File: src/rtl/mem_port_arbiter.sv
// Two-client memory port arbiter: icache line refills (fixed-length bursts) and
// single-beat CPU data accesses share one memory port, alternating under contention.
module mem_port_arbiter #(
  parameter int ADDR_WIDTH = 32,
  parameter int DATA_WIDTH = 32,
  parameter int LINE_WORDS = 4
) (
  input  logic                  clk,
  input  logic                  rst,
  input  logic                  i_req,
  input  logic [ADDR_WIDTH-1:0] i_addr,
  output logic [DATA_WIDTH-1:0] i_data,
  output logic                  i_valid,
  output logic                  i_done,
  input  logic                  d_req,
  input  logic                  d_we,
  input  logic [ADDR_WIDTH-1:0] d_addr,
  input  logic [DATA_WIDTH-1:0] d_wdata,
  input  logic [3:0]            d_be,
  output logic [DATA_WIDTH-1:0] d_rdata,
  output logic                  d_ack,
  output logic                  m_req,
  output logic                  m_we,
  output logic [ADDR_WIDTH-1:0] m_addr,
  output logic [DATA_WIDTH-1:0] m_wdata,
  output logic [3:0]            m_be,
  input  logic [DATA_WIDTH-1:0] m_rdata,
  input  logic                  m_ready,
  output logic                  busy
);

  localparam int BEAT_W = $clog2(LINE_WORDS);
  localparam int OFS    = BEAT_W + 2;

  localparam logic [1:0] S_IDLE   = 2'd0;
  localparam logic [1:0] S_IBURST = 2'd1;
  localparam logic [1:0] S_DACC   = 2'd2;

  localparam logic [BEAT_W-1:0]     LAST_BEAT = BEAT_W'(LINE_WORDS - 1);
  localparam logic [ADDR_WIDTH-1:0] LINE_MASK = ~((ADDR_WIDTH'(1) << OFS) - ADDR_WIDTH'(1));

  logic [1:0]            state_q, state_d;
  logic [BEAT_W-1:0]     beat_q, beat_d;
  logic                  prio_i_q, prio_i_d;  // 1: icache wins the next tie
  logic                  grant_i, grant_d;

  logic [ADDR_WIDTH-1:0] line_base_q;
  logic                  d_we_q;
  logic [ADDR_WIDTH-1:0] d_addr_q;
  logic [DATA_WIDTH-1:0] d_wdata_q;
  logic [3:0]            d_be_q;

  logic                  in_i, in_d;

  always_comb begin
    state_d  = state_q;
    beat_d   = beat_q;
    prio_i_d = prio_i_q;
    grant_i  = 1'b0;
    grant_d  = 1'b0;
    case (state_q)
      S_IDLE: begin
        if (i_req && (!d_req || prio_i_q)) begin
          grant_i = 1'b1;
          state_d = S_IBURST;
          beat_d  = '0;
        end else if (d_req) begin
          grant_d = 1'b1;
          state_d = S_DACC;
        end
      end
      S_IBURST: begin
        if (m_ready) begin
          // Power-of-two line length lets the counter wrap to 0 on its own.
          beat_d = beat_q + BEAT_W'(1);
          if (beat_q == LAST_BEAT) begin
            state_d  = S_IDLE;
            prio_i_d = 1'b0;
          end
        end
      end
      S_DACC: begin
        if (m_ready) begin
          state_d  = S_IDLE;
          prio_i_d = 1'b1;
        end
      end
      default: state_d = S_IDLE;
    endcase
  end

  always_ff @(posedge clk or negedge rst) begin
    if (!rst) begin
      state_q  <= S_IDLE;
      beat_q   <= '0;
      prio_i_q <= 1'b0;
    end else begin
      state_q  <= state_d;
      beat_q   <= beat_d;
      prio_i_q <= prio_i_d;
    end
  end

  // Command fields are only observed outside IDLE, so they need no reset.
  always_ff @(posedge clk) begin
    if (grant_i) begin
      line_base_q <= i_addr & LINE_MASK;
    end
    if (grant_d) begin
      d_we_q    <= d_we;
      d_addr_q  <= d_addr;
      d_wdata_q <= d_wdata;
      d_be_q    <= d_be;
    end
  end

  assign in_i = (state_q == S_IBURST);
  assign in_d = (state_q == S_DACC);

  assign busy    = (state_q != S_IDLE);
  assign m_req   = in_i | in_d;
  assign m_we    = in_d & d_we_q;
  assign m_addr  = in_i ? (line_base_q | ADDR_WIDTH'({beat_q, 2'b00})) :
                   in_d ? d_addr_q : '0;
  assign m_wdata = in_d ? d_wdata_q : '0;
  assign m_be    = in_d ? d_be_q : 4'b0000;

  assign i_valid = in_i & m_ready;
  assign i_done  = i_valid & (beat_q == LAST_BEAT);
  assign i_data  = i_valid ? m_rdata : '0;
  assign d_ack   = in_d & m_ready;
  assign d_rdata = d_ack ? m_rdata : '0;

endmodule

File: config.mk
export PLATFORM = sky130hd
export DESIGN_NAME = mem_port_arbiter
export DESIGN_NICKNAME = d
export VERILOG_FILES = /design/src/rtl/mem_port_arbiter.sv
export SDC_FILE = /design/constraint.sdc
export NUM_CORES = 1
export LEC_CHECK = 0
export ABC_AREA = 1
export ABC_CLOCK_PERIOD_IN_PS = 3220
export CAP_MARGIN = 20
export CORE_ASPECT_RATIO = 1.1
export CORE_UTILIZATION = 37
export DETAILED_ROUTE_END_ITERATION = 16
export PLACE_DENSITY_LB_ADDON = 0.2
export SLEW_MARGIN = 25
export SYNTH_ARGS = -nofsm -noshare
export SYNTH_HDL_FRONTEND = slang
export SYNTH_SLANG_ARGS = --single-unit
File: constraint.sdc
create_clock -name clk -period 3.22 [get_ports clk]
set_input_delay 0.644 -clock clk [delete_from_list [all_inputs] [get_ports clk]]
set_output_delay 0.644 -clock clk [all_outputs]
set_load 0.005 [all_outputs]
Word level (Yosys, flattened, before mapping)
Index checks and enable logic that the tools add are counted.

word-level totals
  input port bits = 138
  output and inout port bits = 138
  logic and storage cells = 57
  register bits = 102

operators by class
  equal/unequal tests = 8
  reductions and logical operators = 10
  bitwise logic cells = 6
  $add $sub $neg = 1
  mux-type cells = 24

operators with widths
  cell                                                             count
  32-bit two-way mux                                               5
  32-bit by 4-bit OR with 32-bit output                            1
  2-bit two-way mux                                                7
  1-bit two-way mux                                                8
  4-bit AND reduction                                              2
  2-bit != test, second input constant                             3
  2-bit case mux with 3 select lines                               1
  2-bit nonzero test                                               3
  1-bit AND                                                        4
  2-bit == test, second input constant                             2
  4-bit two-way mux                                                1
  2-bit case mux with 2 select lines                               1
  3-bit != test, second input constant                             1
  3-bit AND reduction                                              1
  2-bit by 1-bit adder with 2-bit output, second input constant    1
  2-bit by 1-bit == test with 1-bit output, second input constant  1
  2-bit zero test                                                  1
  2-bit by 1-bit != test with 1-bit output, second input constant  1
  1-bit case mux with 2 select lines                               1
  1-bit logical AND                                                1
  1-bit zero test                                                  1
  1-bit logical OR                                                 1
  1-bit OR                                                         1

Depth between registers and ports, before layout
  word-level depth = 5
  gate-level depth with buffers = 8
  mapped depth without buffers = 8

Worst setup path after synthesis
Ideal clock, no wire load.

  path kind = register -> register
  start point = register state_q[0]
  end point = register d_addr_q[0] (enable)
  slack = 0.530 ns
  stages on the path, launching flop included = 7
  setup time = 0.423 ns
  arrival time = 2.267 ns
  clock period less this slack = 2.690 ns
  required time = 2.797 ns
  cell sequence = dfrtp_1 > inv_1 > ha_1 > inv_1 > a21oi_1 > nand2_1 > inv_1

on the way
  longest elaborated chain between the ends = 2

RTL lines
  what                    line  text
  from (decl)             42    logic [1:0] state_q, state_d;
  from (signal assigned)  98    state_q <= state_d;
  2-bit zero test         61    case (state_q)
  1-bit two-way mux       61
  named net grant_d       45    logic grant_i, grant_d;
  to (signal assigned)    111   d_addr_q <= d_addr;
  to (decl)               49    logic [ADDR_WIDTH-1:0] d_addr_q;

The timed path passes the listed nets, and every way through them passes these cells.
A chain may end at the register's enable or synchronous reset.

Worst setup path in the final report
  start point = register state_q[0]
  end point = output port d_rdata[7]

on the way
  longest elaborated chain between the ends = 3

RTL lines
  what                line  text
  2-bit == test       118   assign in_d = (state_q == S_DACC);
  1-bit AND           131   assign d_ack = in_d & m_ready;
  32-bit two-way mux  132   assign d_rdata = d_ack ? m_rdata : '0;
  to (decl)           20    output logic [DATA_WIDTH-1:0] d_rdata,

Every way passes these cells.

==> results.md <==
* Status: finished clean
* Row count at 41
* Synth Warn # at 0
* Final setup fails at 0
* Reg power frac at between 30% and 40%
* Critical Path End Type: output pin
* Synth-to-Final Area Change at 70.8%
* First-pass DRT Iterations at 4
* Root buffer cell: clkbuf_16
* RSZ-0062 raised after global routing: false
* Hold_buf cts at 0
* Hold WS at 0.528 ns
* Synth Net Count at 590
* Top Ports at 276
* Die Ht at 117 µm
* Max-cap violation count at 0
* Synth Register Bits at 102
* CORE AREA at 11,600 µm²
* Clock Power Share at 21.8%
* Slew headroom at 71.1%
* Min Tclk post-route at about 3 ns
* Clock buffer depth at 2
* Global route overflow at 0
* First-pass GRT wire length at 20.6 mm
* Vias in the first global route at 3,826
* Pwr Total at 0.00462 W
* Power per cell area at 605 nW/µm²
* Int Pwr at about 0.0032 W
* Final TNS setup at 0 ns
* Area leader, netlist: edfxtp_1
* Fmax at 333 MHz
* Final wirelength at 13.6 mm
* Seq/Total Area, Yosys at 67.9%
* Yosys top cell area share at 65.1%
* Share of cells above drive strength 1 at 3.75%
* Wirelength per Cell at 15.6 µm
* Detail Route Antenna Nets at 0
* Worst hold path class: register to register
* CTS Buf Count at 9
* Kind of critical path: register to output pin
* Reg2reg setup slack at about 1.4 ns
* Clk_lat worst skew at approximately 0.34 ns
* Critical Path Start Type: register
* Cell variety after synth at 11
* HPWL Detailed at 10.4 mm
* Worst-path clk slew at 0.06 ns
* Starting density of the core at about two fifths
* Synth Cell Area at 4480 µm²
* Pin count of the biggest net entering global routing at 51
* Layout Skew at 0.00743 ns
* Final Non-Filler Cells at 871
* Cts repair resizes at 0
* Combinational share of power at 40.5%
* DIE AREA at 12,500 µm²
* GRT Overall Usage at 21.9%
* Worst Path Max Fanout at 50
* Cells after synthesis at 445
* Vias/cell at 4.47
* Inst Count DP at ~850
* Synth top area cells: edfxtp_1 (65%), nand2_1 (10%), inv_1 (7.0%)
* DR iter-0 viols at roughly 180
* Routability cong. at between 0.8 and 0.9
* CP required at 2.58 ns
* Peak VDD IR at 0.362 mV
* Antenna violations before repair at 1
* Max H-tree Level at 3
* Worst-Margin Slew at 0.433 ns
* Final period util at 93.2%
* Final Max Slew Viols at 0
* Leakage at approximately 3.3 nW
* Worst Path Arrival at 2.36 ns
* NumNets Final at 860
* CTS tree: done
* DRC at 0
* Syn_area_per_cell at roughly 10 µm²
* Final Hold Vio Count at 0
* Setup bufs post-CTS at 0
* Net Sw Power at approximately 0.0014 W
* Chip width at between 100 and 150 µm
* Via count at 3,895
* Switch share at a little under a third
* Port bufs at 271
* Clk sink count at 102
-- flip-flops by register name, indices dropped and copies added, names as in the netlist --
signal,count
d_be_q,4
d_addr_q,32
d_wdata_q,32
beat_q,2
line_base_q,28
d_we_q,1
prio_i_q,1
state_q,2
-- cell usage in the layout (no fill, tap or decap) --
cell type and n:
nand2_1 122, clkdlybuf4s50_1 271, nor2_4 1, dfrtp_1 5
inv_6 1, inv_1 82, ha_2 1, buf_4 6
clkinv_4 1, inv_2 1, buf_12 3, nand3_1 34
edfxtp_1 97, diode_2 1, inv_8 1, clkinv_1 1
ha_1 6, clkbuf_16 9, clkinv_2 3, a21oi_1 1
o21ai_0 1, nor2_1 73
-- worst max-delay path, stage by stage, from the launching register on --
cell and delay [ns]:
dfrtp_1 0.41, inv_1 0.15, ha_2 0.24, buf_12 0.24, nand2_1 0.08, buf_4 0.24
nor2_1 0.15, clkdlybuf4s50_1 0.52
-- cells by family after synthesis --
group / count (synthesis) / share of synthesized area (%)
and+or+nand+nor: 230 / 20.2
DFF: 102 / 67.9
AOI/OAI and AO/OA: 2 / 0.223
buffers and inverters: 104 / 9.70
adders and majority gates: 7 / 1.96
-- metal layers --
metal | track usage (%) | vias up | wire length (µm)
met5 | 0 | - | 0
met4 | 7.71 | 0 | 269
met3 | 6.73 | 15 | 1070
met2 | 41.5 | 150 | 7500
met1 | 22.0 | 1809 | 4720
li1 | - | 1921 | -
-- final timing paths --
kind                                        start                  endpoint  depth (start not counted)
hold / removal              beat_q[1]$_DFFE_PN0P_     beat_q[1]$_DFFE_PN0P_                          2
max in group asynchronous                     rst     beat_q[1]$_DFFE_PN0P_                          1
hold reg to reg             beat_q[1]$_DFFE_PN0P_     beat_q[1]$_DFFE_PN0P_                          2
setup reg to reg           state_q[1]$_DFFE_PN0P_  line_base_q[9]$_DFFE_PP_                          5
min in group asynchronous                     rst    state_q[1]$_DFFE_PN0P_                          1
setup / recovery           state_q[0]$_DFFE_PN0P_                d_rdata[7]                          7
-- final cells by class --
type / count / area [µm²]
Inverter: 83 / 312
Clock inverter: 7 / 47.5
Antenna cell: 1 / 2.50
Multi-Input combinational cell: 239 / 1010
Sequential cell: 102 / 3040
Timing Repair Buffer: 280 / 2820
Clock buffer: 9 / 225
Fill cell: 938 / 4000
Tap cell: 150 / 188
-- cells in the mapped netlist --
library cell and instances:
nand2_1 122, edfxtp_1 97, inv_1 83, nor2_1 74, nand3_1 34, buf_2 14, buf_4 7, ha_1 7
dfrtp_1 5, a21oi_1 1, o21ai_0 1
-- power groups by stage --
stage | sequential, W | clock, W | combinational (W)
after global placement | 0.00176 | 0 | 0.00187
after detailed placement | 0.00177 | 0 | 0.00190
after CTS | 0.00174 | 0.00103 | 0.00191
after global routing | 0.00176 | 0.00109 | 0.00205
after floorplan | 0.00177 | 0 | 0.000770
final | 0.00174 | 0.00101 | 0.00187
-- stage by stage --
step           util (%)  cell area [µm²]  setup slack (ns)
2_1_floorplan         -             4480             0.530
3_3_place_gp       63.3             7370             0.377
3_5_place_dp       63.3             7370             0.368
4_1_cts            65.6             7640             0.199
5_1_grt            65.6             7640            0.0587
6_report           65.6             7640             0.220
Note: power is estimated with default switching activity, not from simulation.
